**src/rtl/stepper_pkg.sv**
```systemverilog
// Shared types and coil decode for the two-phase bipolar stepper controller.
package stepper_pkg;

  typedef enum logic {
    IDLE = 1'b0,
    RUN  = 1'b1
  } state_t;

  // Per-winding H-bridge pair {hi, lo}; {1,1} would short the bridge and is never produced.
  localparam logic [1:0] COIL_POS = 2'b10;
  localparam logic [1:0] COIL_NEG = 2'b01;
  localparam logic [1:0] COIL_OFF = 2'b00;

  // Phase 0..7 -> {x, xb, y, yb}; even phases reproduce the legacy full-step sequence.
  function automatic logic [3:0] phase_coils(input logic [2:0] p);
    logic [1:0] a, b;
    a = COIL_OFF;
    b = COIL_OFF;
    unique case (p)
      3'd0: begin a = COIL_NEG; b = COIL_NEG; end
      3'd1: begin a = COIL_OFF; b = COIL_NEG; end
      3'd2: begin a = COIL_POS; b = COIL_NEG; end
      3'd3: begin a = COIL_POS; b = COIL_OFF; end
      3'd4: begin a = COIL_POS; b = COIL_POS; end
      3'd5: begin a = COIL_OFF; b = COIL_POS; end
      3'd6: begin a = COIL_NEG; b = COIL_POS; end
      3'd7: begin a = COIL_NEG; b = COIL_OFF; end
      default: begin a = COIL_OFF; b = COIL_OFF; end
    endcase
    return {a, b};
  endfunction

endpackage

```
**src/rtl/step_divider.sv**
```systemverilog
// Step-rate divider: reloadable down-counter that pulses tick for one cycle on expiry.
module step_divider #(
  parameter int DIV_W = 16
) (
  input  logic             clk,
  input  logic             rst_n,
  input  logic             load,
  input  logic             en,
  input  logic [DIV_W-1:0] load_val,
  output logic             tick
);

  logic [DIV_W-1:0] cnt;
  logic [DIV_W-1:0] rld;

  assign tick = en && (cnt == '0);

  // The reload value is captured on load so the counter free-runs at the same period.
  always_ff @(posedge clk or negedge rst_n) begin
    if (!rst_n) begin
      cnt <= '0;
      rld <= '0;
    end else if (load) begin
      cnt <= load_val;
      rld <= load_val;
    end else if (en) begin
      cnt <= (cnt == '0) ? rld : cnt - 1'b1;
    end
  end

endmodule

```
**src/rtl/stepper_ctrl.sv**
```systemverilog
// Two-phase bipolar stepper controller: command latch, IDLE/RUN FSM, phase/position
// tracking and registered H-bridge outputs.
module stepper_ctrl
  import stepper_pkg::*;
#(
  parameter int CNT_W = 16,
  parameter int DIV_W = 16,
  parameter int POS_W = 24,
  parameter bit HOLD  = 1'b1
) (
  input  logic             clk,
  input  logic             rst_n,
  input  logic             cmd_valid,
  output logic             cmd_ready,
  input  logic [CNT_W-1:0] cmd_steps,
  input  logic             cmd_dir,
  input  logic             cmd_half,
  input  logic [DIV_W-1:0] cmd_period,
  input  logic             abort,
  output logic             busy,
  output logic             done,
  output logic [CNT_W-1:0] steps_left,
  output logic [POS_W-1:0] pos,
  output logic             x,
  output logic             xb,
  output logic             y,
  output logic             yb
);

  state_t           state, state_n;
  logic             dir_q, half_q;
  logic [CNT_W-1:0] steps_left_q;
  logic [2:0]       phase, phase_step, phase_n;
  logic [2:0]       delta;
  logic [POS_W-1:0] pos_q, pos_step;
  logic [3:0]       coils_q;
  logic             done_q, done_n;
  logic             accept, do_step, tick;
  logic [DIV_W-1:0] per_m1;

  // A period of 0 behaves as 1, i.e. a step every clock.
  assign per_m1 = (cmd_period == '0) ? '0 : cmd_period - 1'b1;

  step_divider #(.DIV_W(DIV_W)) u_div (
    .clk      (clk),
    .rst_n    (rst_n),
    .load     (accept),
    .en       (state == RUN),
    .load_val (per_m1),
    .tick     (tick)
  );

  assign cmd_ready = (state == IDLE) && !abort;
  assign busy      = (state == RUN);

  always_ff @(posedge clk or negedge rst_n) begin
    if (!rst_n) state <= IDLE;
    else        state <= state_n;
  end

  always_comb begin
    state_n = state;
    accept  = 1'b0;
    do_step = 1'b0;
    done_n  = 1'b0;
    unique case (state)
      IDLE: begin
        if (cmd_valid && cmd_ready) begin
          accept = 1'b1;
          if (cmd_steps == '0) done_n  = 1'b1;
          else                 state_n = RUN;
        end
      end
      RUN: begin
        // Abort takes priority over a step that would land on the same edge.
        if (abort) begin
          state_n = IDLE;
          done_n  = 1'b1;
        end else if (tick) begin
          do_step = 1'b1;
          if (steps_left_q == CNT_W'(1)) begin
            state_n = IDLE;
            done_n  = 1'b1;
          end
        end
      end
      default: state_n = IDLE;
    endcase
  end

  // Full-step from an odd phase takes a single half-step first to realign to even phases.
  assign delta      = (half_q || phase[0]) ? 3'd1 : 3'd2;
  assign phase_step = dir_q ? phase + delta : phase - delta;
  assign pos_step   = dir_q ? pos_q + POS_W'(delta) : pos_q - POS_W'(delta);
  assign phase_n    = do_step ? phase_step : phase;

  always_ff @(posedge clk or negedge rst_n) begin
    if (!rst_n) begin
      dir_q        <= 1'b0;
      half_q       <= 1'b0;
      steps_left_q <= '0;
      phase        <= '0;
      pos_q        <= '0;
      done_q       <= 1'b0;
      coils_q      <= HOLD ? phase_coils(3'd0) : 4'b0000;
    end else begin
      done_q  <= done_n;
      coils_q <= ((state_n == RUN) || HOLD) ? phase_coils(phase_n) : 4'b0000;
      if (accept) begin
        dir_q        <= cmd_dir;
        half_q       <= cmd_half;
        steps_left_q <= cmd_steps;
      end else if (do_step) begin
        phase        <= phase_step;
        pos_q        <= pos_step;
        steps_left_q <= steps_left_q - 1'b1;
      end
    end
  end

  assign done           = done_q;
  assign steps_left     = steps_left_q;
  assign pos            = pos_q;
  assign {x, xb, y, yb} = coils_q;

endmodule

```
**config.mk**
```make
export PLATFORM = sky130hd
export DESIGN_NAME = stepper_ctrl
export DESIGN_NICKNAME = d
export VERILOG_FILES = /design/src/rtl/stepper_pkg.sv /design/src/rtl/step_divider.sv /design/src/rtl/stepper_ctrl.sv
export SDC_FILE = /design/constraint.sdc
export NUM_CORES = 1
export LEC_CHECK = 0
export BUFFER_PORTS_ARGS = -buffer_cell sky130_fd_sc_hd__buf_4
export CORE_MARGIN = 1.5
export CORE_UTILIZATION = 53
export DETAILED_ROUTE_END_ITERATION = 6
export GPL_ROUTABILITY_DRIVEN = 0
export PLACE_DENSITY = 0.84
export SKIP_CTS_REPAIR_TIMING = 1
export SYNTH_ARGS = -nofsm -noshare
export SYNTH_HDL_FRONTEND = slang
export SYNTH_SLANG_ARGS = --single-unit
```
**constraint.sdc**
```tcl
create_clock -name clk -period 2.8 [get_ports clk]
set_input_delay 0.14 -clock clk [delete_from_list [all_inputs] [get_ports clk]]
set_output_delay 0.14 -clock clk [all_outputs]
set_load 0.01 [all_outputs]
```
# Yosys cells after proc, flatten, opt, wreduce, memory -nomap -nowiden
# Memory sizes are Yosys's and may differ from the RTL's. A register that Yosys moved wholly into a read port is not among the register bits.
# Cells that the tools add are included.
# totals
wordCells,59
mem_count,1
output_inout_bits,47
register_bits,79
inputBits,38
mem_bits_ro,32
# memory_table
name,words,width,read_ports,rd_clocked_by_memory_dff,wr,line_no,source
(no name shown),8,4,1,1,0,stepper_pkg.sv:19,unique case (p)
# op_classes
n_reduce_logical,12
eq_ne,1
mux,27
bitwise,2
n_addsub,7
# op_table
operator,count
$mux 16,6
$logic_not 16->1,3
$sub 16x1->16 const B,3
$add 24x2->24,1
$mux 24,1
$sub 24x2->24,1
$eq 16x1->1 const B,1
$mux 1,15
$mux 3,2
$pmux 1 s2,2
$reduce_bool 2->1,2
$add 3x2->3,1
$logic_and 1x1->1,3
$sub 3x2->3,1
$logic_not 1->1,2
$mux 2,1
$not 1->1,2
$reduce_and 2->1,1
$logic_or 1x1->1,1

# Logic depth before layout (Yosys ltp)
# depth
word_depth,7
depth_mapped,10
mapped_depth_nobuf,9

# Cells and area by module
# A second synthesis with hierarchy kept.
# unflattened
hier_cells,663
area_unflattened_um2,5796.8
# by_module_without_submodules
mod,n_inst,area_each_um2,seq_area_each_um2,cells_each
stepper_ctrl,1,3861.2,1278.7,470
step_divider,1,1935.6,800.8,193

# Worst setup path after synthesis
# OpenSTA, ideal clock, no wires.
# synth_timing
path_kind,reg2reg
startpoint,register dir_q
endpoint,register pos_q[23] (netlist: pos[23])
n_path_buf,1
synth_period_minus_slack_ns,2.780
slack_ns,0.020
arrival_ns,2.637
required_ns,2.657
setup_time_ns,0.143
stages_incl_launch_ff,10
path_cell_list,dfrtp_1 -> inv_1 -> ha_1 -> buf_2 -> nand4_1 -> a2111oi_0 -> a21boi_0 -> a2111oi_0 -> a2111oi_0 -> nand3_1
# synth_between
elab_chain_len,1
# synth_rtl
element,line_no,source
"start, declared",stepper_ctrl.sv:31,"logic dir_q, half_q;"
"start signal, assigned",stepper_ctrl.sv:110,dir_q <= cmd_dir;
$mux 24,stepper_ctrl.sv:94,assign pos_step = dir_q ? pos_q + POS_W'(delta) : pos_q - POS_W'(delta);
"end signal, assigned",stepper_ctrl.sv:115,pos_q <= pos_step;
"end, declared",stepper_ctrl.sv:35,"logic [POS_W-1:0] pos_q, pos_step;"
# No other way between the ends.
# A chain may end at the register's enable or synchronous reset.

# Worst setup path after layout
# layout_timing
startpoint,register half_q
endpoint,register pos_q[20] (netlist: pos[20])
# layout_between
elab_chain_len,4
word_cells_on_any_way,5
cone_classes,add/sub: 2; mux: 2; reduce/logical: 1
# layout_rtl
element,line_no,source
"start, declared",stepper_ctrl.sv:31,
"start signal, assigned",stepper_ctrl.sv:111,half_q <= cmd_half;
$logic_or 1x1->1 *,stepper_ctrl.sv:92,assign delta = (half_q || phase[0]) ? 3'd1 : 3'd2;
$mux 2 *,stepper_ctrl.sv:92,
$sub 24x2->24 or $add 24x2->24 (tied branches),stepper_ctrl.sv:94,
$mux 24 *,stepper_ctrl.sv:94,
# Every way passes the cells marked *; elsewhere a longest branch is shown, timed or not.

==> impl_results.md <==
- Failing checks: hold timing
- Placement Setup Slack: -18.8 ps
- Final cell utilization of the core: 64.9%
- Cells taking the most area after synthesis: sky130_fd_sc_hd__dfrtp_1, sky130_fd_sc_hd__ha_1, sky130_fd_sc_hd__nand2_1, sky130_fd_sc_hd__xnor2_1, sky130_fd_sc_hd__o21ai_0
- Number of H-tree branching levels: 3
- Setup clock skew after layout: between 10 and 15 ps
- Placement row count: 38
- Normalized max-slew margin: around 29%
- TritonCTS clock tree: built
- Detail-routed via count per cell: roughly 6.2
- Number of cells on the worst reg-to-reg path: 10
- CP Max Fanout: 4
- Number of global-route vias before repair: roughly 5600
- Mapped Cells: about 680
- Average routed wire per standard cell: 17.3 um
- # port buffers: 84
- Hold Violations, Final: 37
- Total iterations of the first detailed-routing run: 5
- Average size of a mapped cell: 8.61 sq um
- Seq cells post-synth: slightly above 80
- RSZ-0062 raised after global routing: yes
- Cells after DPL: 900
- Sinks on the clock net: 83
- Synthesized Nets: 750
- Post-synthesis instance area: about 5900 sq um
- Fraction of registers with async set/reset: between 90% and 100%
- Crit path capture type: flip-flop
- Worst Tran Pin Value: 1060 ps
- Final count of negative-setup-slack endpoints: 0
- Antenna viol nets, final: 0
- Layout-stage area growth over the synthesis result: 19.5%
- Design Area, Final: approximately 7000 sq um
- Largest net degree at the start of global routing: 84
- Predominant post-synthesis flop cell: sky130_fd_sc_hd__dfrtp_1
- Startpoint kind of the worst setup timing path: flip-flop
- Die outline width: approximately 110 um
- Source-to-sink clock delay at the later pin of the worst-skew pair: between 300 and 400 ps
- Die Footprint: approximately 12000 sq um
- Smallest hold slack: -65.1 ps
- Post-route minimum period: 2680 ps
- Share of the synthesized area in the top cell type: about 35%
- Worst path arrival time: between 2000 and 3000 ps
- Global-route usage over all layers: between 20 and 30%
- Ports placed on the boundary: between 80 and 90
- Max-slew violation total from the final report: 0
- Yosys warning count: 0
- Power consumption: approximately 0.0042 W
- Max frequency: 373 MHz
- Cell area after placement: roughly 6800 sq um
- Worst hold path type: input port to asynchronous set/reset pin
- Static leakage: between 3 and 4 nW
- Critical Path Start: half_q
- Portion of the post-synthesis area used by sequential elements: 35.5%
- Gr ovfl total: 0
- EDFF count, synth: 0
- Area of the core: between 10000 and 15000 sq um
- Number of maximum-capacitance violations: 0
- Clock-pin transition on the worst setup and hold timing paths: approximately 90 ps
- Source of the worst register-to-register timing path: half_q
- Maximum vdd drop: approximately 0.00031 V
- Post-DP HPWL: between 10000 and 15000 um
- Worst reg2reg setup slack: around 120 ps
- Cell taking the most area after synthesis: sky130_fd_sc_hd__dfrtp_1
- Uppermost layer routed: met4
- Met3 wirelength from detailed routing: around 830 um
- Diode insertion count for antenna repair: 0
- Worst path setup slack after routing: between 100 and 150 ps
- Violation count after the first detailed-routing iteration: 416
- Post-layout instance count excluding filler cells: approximately 920
- Setup crit end: pos[20]
- Power per standard cell area: about 600 nW/um^2
- Start-to-end type of the worst setup path: flip-flop to flip-flop
- Vert. Die Dim: 108 um
- Worst path required time: between 3000 and 4000 ps
- Number of buffers between clock root and the deepest sink: 2
- Number of buffers added by the clock tree synthesis step: 9
- # DRC: 0
- Starting density of the core: 54.3%
- Tcrit/Tclk final: a little over nine tenths
- Total Nets Final: roughly 840
- Most frequent cell after synthesis: sky130_fd_sc_hd__nand2_1
- Fraction of final layout cells sized beyond drive strength 1: between 20% and 30%
- Met2 routed wirelength: between 8000 and 9000 um
- Wire length of the first global-routing pass: 26500 um
- Run status: complete, but fails checks
- Top cell types by occurrence after synthesis: sky130_fd_sc_hd__nand2_1, sky130_fd_sc_hd__dfrtp_1, sky130_fd_sc_hd__nor2_1, sky130_fd_sc_hd__o21ai_0, sky130_fd_sc_hd__a21oi_1
- Multi-input combinational cell area: ~3600 sq um
- Sequential cell area: slightly above 2000 sq um
- Initial antenna violation count: 0
- Count of fill cells added during filler insertion: 852
- Cell chosen for the clock root: sky130_fd_sc_hd__clkbuf_8
- Count of vias placed by the detailed router: between 5000 and 6000
- Count of unique library cells instantiated by Yosys: 76
- Worst reg2reg path endpoint: pos[20]
- Routed metal-1 wire length: between 6000 and 7000 um
- Final Routed Wirelength: about 16000 um
-- through the flow --
step	hold slack (ps)	TNS [ps]
6_report	-65.1	0
5_1_grt	1.19	-20.5
4_1_cts	-11.2	-30.0
3_5_place_dp	371	-18.8
3_3_place_gp	355	0
2_1_floorplan	-156	0
-- state kept, by name, summed over array words and instances (netlist names), 3 cells and up --
register	flops
coils_q	4
phase	3
pos	24
steps_left	16
u_div.cnt	16
u_div.rld	16
-- worst max-delay path, stage by stage (launching register included) --
cell and delay (ps):
sky130_fd_sc_hd__dfrtp_1 410, sky130_fd_sc_hd__or2_2 320, sky130_fd_sc_hd__ha_2 200, sky130_fd_sc_hd__fa_2 350, sky130_fd_sc_hd__a21o_1 200, sky130_fd_sc_hd__a31o_2 280
sky130_fd_sc_hd__nand4bb_1 140, sky130_fd_sc_hd__a2111oi_1 90, sky130_fd_sc_hd__buf_4 150, sky130_fd_sc_hd__o21a_1 190, sky130_fd_sc_hd__o31ai_2 240
-- placed cells by master, fill, tap and decap left out, drive strengths merged, types with 5 or more instances in the layout --
master     n
a2111oi    7
a21o      23
a21oi     36
a22oi      5
a31oi     14
and3       5
buf      119
clkbuf    13
dfrtp     81
ha        29
inv       21
nand2     96
nand2b     5
nand3     19
nand4     13
nor2      47
nor3      15
nor4      14
o211ai    10
o21a       8
o21ai     48
o22a      10
o31ai      8
or3        9
or4        9
xnor2     26
xor2      17
-- report_power, final --
part	internal [W]	total, W	switching, W
registers	0.00139	0.00162	0.000225
clock network	0.000456	0.000895	0.000438
logic	0.000770	0.00169	0.000920
-- routing by layer --
layer / global-route usage (%) / vias up
li1: - / 2688
met1: 34.7 / 2762
met2: 50.0 / 235
met3: 3.50 / 44
met4: 12.4 / 0
met5: 0 / -
-- cells by family after synthesis --
| group | share of synthesized area (%) |
|---|---|
| compound gates | 24.3 |
| buf+inv | 4.23 |
| xor+xnor | 6.43 |
| flops | 35.5 |
| mux | 1.09 |
| fa+ha+maj | 6.87 |
| simple gates | 21.6 |
-- final cells by class --
cell class	instances	share of cell area, %
Clock buffer	13	2.27
Clock inverter	2	0.500
Inverter	21	1.13
Multi-Input combinational cell	538	50.7
Sequential cell	83	29.7
Tap cell	140	2.50
Timing Repair Buffer	121	13.2
-- worst min-delay path by stage --
stage / startpoint / end / cells past startpoint / slack [ps]
3_5_place_dp: cmd_steps[11] / steps_left[11] / 3 / 370
5_1_grt: cmd_steps[1] / steps_left[1] / 3 / 1
2_1_floorplan: rst_n / busy / 0 / -160
6_report: rst_n / pos[12] / 1 / -70
3_3_place_gp: cmd_steps[3] / steps_left[3] / 3 / 360
4_1_cts: cmd_steps[3] / steps_left[3] / 3 / -10
No activity file was read; power rests on OpenSTA's default activity.
